===== src/rtl/p18_sprite_shift_arbiter.sv =====
// Shares one 1-bit sprite shift register between the SPI loader and the video renderer.
// SPI bits that arrive while the register is busy are held in a bit FIFO and written after a return to home alignment.
module p18_sprite_shift_arbiter #(
   parameter int FIFO_DEPTH  = 16,
   parameter int SPRITE_BITS = 64
) (
   input  logic                              clk,
   input  logic                              reset_n,
   input  logic                              spi_shift_req,
   input  logic                              spi_bit,
   input  logic                              disp_active,
   input  logic                              disp_shift_req,
   input  logic                              sprite_out,
   input  logic                              ovf_clear,
   output logic                              sprite_shift,
   output logic                              sprite_shift_in,
   output logic [$clog2(FIFO_DEPTH+1)-1:0]   fifo_level,
   output logic [$clog2(SPRITE_BITS)-1:0]    rot_pos,
   output logic                              overflow,
   output logic                              busy
);

   localparam int PW = $clog2(FIFO_DEPTH);
   localparam int LW = $clog2(FIFO_DEPTH+1);
   localparam int RW = $clog2(SPRITE_BITS);

   typedef enum logic [1:0] {
      IDLE  = 2'd0,
      DISP  = 2'd1,
      HOME  = 2'd2,
      DRAIN = 2'd3
   } state_t;

   state_t                state_q, state_d;
   logic [FIFO_DEPTH-1:0] fifo_mem;
   logic [PW-1:0]         wr_ptr, rd_ptr;
   logic                  bypass, pop, push, drop, rot_step, full;

   // The action for this cycle follows the freshly evaluated owner, so hand-over is immediate.
   always_comb begin
      state_d         = IDLE;
      sprite_shift    = 1'b0;
      sprite_shift_in = 1'b0;
      bypass          = 1'b0;
      pop             = 1'b0;
      rot_step        = 1'b0;
      if (disp_active)
         state_d = DISP;
      else if (rot_pos != '0)
         state_d = HOME;
      else if (fifo_level != '0)
         state_d = DRAIN;

      case (state_d)
         DISP: begin
            sprite_shift    = disp_shift_req;
            sprite_shift_in = sprite_out;
            rot_step        = disp_shift_req;
         end
         HOME: begin
            sprite_shift    = 1'b1;
            sprite_shift_in = sprite_out;
            rot_step        = 1'b1;
         end
         DRAIN: begin
            sprite_shift    = 1'b1;
            sprite_shift_in = fifo_mem[rd_ptr];
            pop             = 1'b1;
         end
         default: begin
            if (spi_shift_req) begin
               sprite_shift    = 1'b1;
               sprite_shift_in = spi_bit;
               bypass          = 1'b1;
            end
         end
      endcase

      full = (fifo_level == LW'(FIFO_DEPTH));
      push = spi_shift_req && !bypass && (!full || pop);
      drop = spi_shift_req && !bypass && full && !pop;
   end

   always_ff @(posedge clk) begin
      if (!reset_n) begin
         state_q    <= IDLE;
         wr_ptr     <= '0;
         rd_ptr     <= '0;
         fifo_level <= '0;
         rot_pos    <= '0;
         overflow   <= 1'b0;
      end else begin
         state_q <= state_d;
         if (rot_step)
            rot_pos <= rot_pos + RW'(1);
         if (push) begin
            fifo_mem[wr_ptr] <= spi_bit;
            wr_ptr           <= wr_ptr + PW'(1);
         end
         if (pop)
            rd_ptr <= rd_ptr + PW'(1);
         if (push && !pop)
            fifo_level <= fifo_level + LW'(1);
         else if (pop && !push)
            fifo_level <= fifo_level - LW'(1);
         // A drop in the same cycle as a clear leaves the flag set.
         if (drop)
            overflow <= 1'b1;
         else if (ovf_clear)
            overflow <= 1'b0;
      end
   end

   assign busy = (state_q != IDLE) || (fifo_level != '0);

endmodule

===== config.mk =====
export PLATFORM = sky130hd
export DESIGN_NAME = p18_sprite_shift_arbiter
export DESIGN_NICKNAME = d
export VERILOG_FILES = /design/src/rtl/p18_sprite_shift_arbiter.sv
export SDC_FILE = /design/constraint.sdc
export NUM_CORES = 1
export LEC_CHECK = 0
export ABC_AREA = 1
export ABC_CLOCK_PERIOD_IN_PS = 3610
export BUFFER_PORTS_ARGS = -buffer_cell sky130_fd_sc_hd__buf_2
export CAP_MARGIN = 40
export CELL_PAD_IN_SITES_DETAIL_PLACEMENT = 0
export CELL_PAD_IN_SITES_GLOBAL_PLACEMENT = 2
export CORE_AREA = 8 8 83 92
export CTS_BUF_LIST = sky130_fd_sc_hd__clkbuf_8 sky130_fd_sc_hd__clkbuf_16
export CTS_CLUSTER_SIZE = 8
export DETAILED_ROUTE_END_ITERATION = 10
export DIE_AREA = 0 0 91 100
export MAX_ROUTING_LAYER = met4
export PLACE_DENSITY = 0.87
export SLEW_MARGIN = 20
export SYNTH_ARGS = -nofsm -noshare
export SYNTH_HDL_FRONTEND = slang
export SYNTH_SLANG_ARGS = --single-unit
export TNS_END_PERCENT = 30

===== constraint.sdc =====
create_clock -name clk -period 3.61 [get_ports clk]
set_clock_uncertainty 0.15 [all_clocks]
set_input_delay 0.361 -clock clk [delete_from_list [all_inputs] [get_ports clk]]
set_output_delay 0.361 -clock clk [all_outputs]
set_load 0.05 [all_outputs]

==> reports/summary.txt <==
STA
----------------------------------------------------------------------------------------
Transition time of the tightest slew-check pin                                  0.418 ns
Number of setup violations in the final report                                         0
FMAX                                                                             313 MHz
RSZ-0062 raised after global routing                                               false
Remaining max-slew budget at the tightest pin                                      0.721
Shortest period the worst path allows                                            3.19 ns
Fin Setup TNS                                                                       0 ns
Final period util                                                                  0.884
Worst setup margin                                                              0.417 ns
Fin. max-slew vios                                                                     0
Final number of hold-violating endpoints                                               0

LOGIC SYNTHESIS
----------------------------------------------------------------------------------------
Post-synth top flop                                                         sky130_fd_sc_hd__dfxtp_1
Cell variety after synth                                                              23
Largest area contributor in the netlist                                     sky130_fd_sc_hd__edfxtp_1
Number of enable flip-flop cells after synthesis                                      16
Ys async rst share                                                                     0
Synthesized flop and latch total                                                      38
Synth warnings                                                                         0
Area of the mapped netlist                                                      2020 µm²
Top post-synthesis cells by area                                            sky130_fd_sc_hd__edfxtp_1, sky130_fd_sc_hd__dfxtp_1, sky130_fd_sc_hd__ha_1, sky130_fd_sc_hd__nand2_1, sky130_fd_sc_hd__inv_1
Synthesized netlist net count                                                        274
Average size of a mapped cell                                                   8.12 µm²
Sequential share of the synthesized area                                           0.456
Post-synth top area share                                                          0.238
Cells after Synth                                                                    249

POWER
----------------------------------------------------------------------------------------
Share of total power in sequential cells                                           0.311
Static leakage                                                                   1.05 nW
Proportion of total power due to net switching                                     0.447
Pint                                                                             1.04 mW
Combinational cell fraction of total power                                         0.459
Power density over the cells                                                  798 nW/µm²
Peak supply drop                                                                0.518 mV
Net load switching power                                                          846 µW
Fraction of power consumed by the clock network                                    0.230

CRITICAL PATH
----------------------------------------------------------------------------------------
CP required                                                                      3.68 ns
Startpoint of the lowest-slack register-to-register path                      rot_pos[3]
Type of the setup path with the least slack                                 flip-flop to flip-flop
Type of destination of the critical path                                       flip-flop
Most used cell, CP                                                          sky130_fd_sc_hd__inv_1
Worst setup slack for register-to-register paths                                 0.42 ns
Cell with the biggest individual delay on the critical path                 sky130_fd_sc_hd__fa_1
Startpoint type of the worst setup path                                        flip-flop
Data arrival time at the worst-slack endpoint                                    3.26 ns
Crit path from                                                                rot_pos[3]
CP max stage delay                                                               0.41 ns
CP Cell Sequence                                                            nor3_1, nand3_1, inv_1, o21ai_0, nand2_1, inv_1, ha_1, nor2_2, nand2_4, inv_4, ha_1, inv_1, fa_1, a21oi_1, nor2_1, nor2_1, xor2_1, nand2_1, a21oi_1
Largest fanout on the critical path                                                    8

DRT
----------------------------------------------------------------------------------------
DR iter-0 viols                                                                       66
Met3 Wirelength                                                                    80 µm
Overall routed net length                                                        4220 µm
Average via count per standard cell                                                 4.52
DRC errors left                                                                        0
1st-pass router iterations                                                             4
DR WL/cell                                                                       11.8 µm
Top Metal Used                                                                      met4
Detailed-route via count                                                            1612
Residual antenna-violating net count after detailed routing                            0
Metal-1 WL                                                                       1980 µm
Length of routed met2 wiring                                                     2110 µm

FINAL LAYOUT
----------------------------------------------------------------------------------------
Number of filler instances in the final layout                                       651
Most frequent cells in the layout                                           sky130_fd_sc_hd__nand2_1, sky130_fd_sc_hd__inv_1, sky130_fd_sc_hd__nor2_1
Multi-input gate area in the final layout                                        946 µm²
Final Core Density                                                                 0.389
Share of final-layout standard cells stronger than drive strength 1                0.155
Count of nets after finishing                                                        301
# diodes                                                                               0
Post-route non-filler standard cell count                                            357
Layout overhead on the synthesized area                                            17.2%
Final standard cell area without fillers                                        2370 µm²
Area of all sequential standard cells                                            921 µm²
Commonest non-fill, non-tap cell in the layout                              sky130_fd_sc_hd__nand2_1

CLOCK TREE
----------------------------------------------------------------------------------------
Clock slew seen by the registers of the worst setup and hold paths               0.08 ns
TritonCTS clock tree                                                                 yes
Total clock sinks                                                                     38
Maximum clock path buffer count                                                        2
Clock latency on the worst-skew pair                                             0.29 ns
CTS H-tree depth                                                                       2
# hold bufs at CTS                                                                     0
Clock root cell                                                             sky130_fd_sc_hd__clkbuf_8
TritonCTS Buffers                                                                      5

GLOBAL ROUTING
----------------------------------------------------------------------------------------
Number of antenna violations at the first check in global routing                      0
Global-route usage over all layers                                                 0.102
Congestion Overflow GR                                                                 0
Via count of the first global-routing pass                                          1634
Maximum number of pins on one net before global-route repair                          18
Global-route wire length before repair                                           7450 µm

PLACED DESIGN
----------------------------------------------------------------------------------------
Placement-stage cell area                                                       2220 µm²
Total half-perimeter wirelength after legalization and detailed placement        3240 µm
Post-placement worst setup slack                                                0.274 ns
Weighted congestion reported at the end of routability-driven placement            0.726
Instance count after placement with tap cells included                               349
Port Buffer Count                                                                     22

FLOORPLANNING
----------------------------------------------------------------------------------------
Floorplan die area                                                              9100 µm²
Initial Utilization                                                                0.332
DIE WIDTH                                                                          91 µm
Ports placed on the boundary                                                          23
Die Y                                                                             100 µm
Core region area                                                                6080 µm²
Number of standard-cell rows in the floorplan                                         30

RUN
----------------------------------------------------------------------------------------
Max Cap Viol                                                                           0

MIN PATH
----------------------------------------------------------------------------------------
Worst hold start                                                               ovf_clear
Worst hold path type                                                        input pin to flip-flop

STATUS
----------------------------------------------------------------------------------------
Run status                                                                  finished, final reports clean

[routing by layer]
metal / global-route usage / up-vias
li1: - / 857
met1: 0.114 / 728
met2: 0.177 / 23
met3: 0.0224 / 4
met4: 0.0340 / 0
met5: - / -
[flip-flops by register name, indices dropped and copies added (netlist names)]
register,cells
fifo_mem,16
rot_pos,6
fifo_level,5
rd_ptr,4
wr_ptr,4
state_q,2
overflow,1
[stage by stage]
step / power (mW) / hold slack (ns)
after CTS: 1.91 / 0.160
final: 1.89 / 0.167
after floorplan: 1.26 / 0.310
after global placement: 1.47 / 0.302
after detailed placement: 1.47 / 0.309
after global routing: 2.05 / 0.174
[cell families after synthesis]
| kind of cell | after synthesis | share of synthesized area |
|---|---|---|
| simple gates | 113 | 0.247 |
| flops | 38 | 0.456 |
| compound gates | 35 | 0.0904 |
| fa+ha+maj | 17 | 0.109 |
| xor+xnor | 4 | 0.0173 |
| buf+inv | 42 | 0.0805 |
[repair_timing]
item                       CTS  global route
buffers inserted             0             0
setup endpoints to repair    0             1
resized for setup            0             3
[worst max-delay path, delay by kind of cell, from the launching register on]
family                     cells  cell delay [ns]
and+or+nand+nor                8             0.94
adders and majority gates      3             0.78
buffers and inverters          4             0.38
DFF                            1             0.37
AOI/OAI and AO/OA              3             0.35
xor gates and xnor gates       1             0.15
[power by group through the flow]
stage	clock, mW	combinational [mW]	sequential, mW
2_1_floorplan	0	0.579	0.683
3_3_place_gp	0	0.877	0.597
3_5_place_dp	0	0.867	0.598
4_1_cts	0.445	0.873	0.588
5_1_grt	0.463	0.987	0.601
6_report	0.435	0.867	0.587
[layout make-up]
class	instances	share of cell area
clock buffer	5	0.0291
multi-input combinational	169	0.400
timing repair buffer	22	0.0465
inverter	40	0.0645
sequential	38	0.389
clock inverter	3	0.0291
tap	80	0.0423
[cells in the mapped netlist, drive strengths merged (2+ instances only)]
master / n
edfxtp: 16
nor3: 5
inv: 39
o21ai: 16
buf: 2
a21oi: 16
a31oi: 3
dfxtp: 22
ha: 16
nand3: 24
nor2: 32
xor2: 4
nand2: 50
[final timing paths]
path / endpoint / cells after the start
max: fifo_level[4] / 19
min: overflow / 4
max reg2reg: fifo_level[4] / 19
min reg2reg: overflow / 2
No activity file was read; power rests on OpenSTA's default activity.
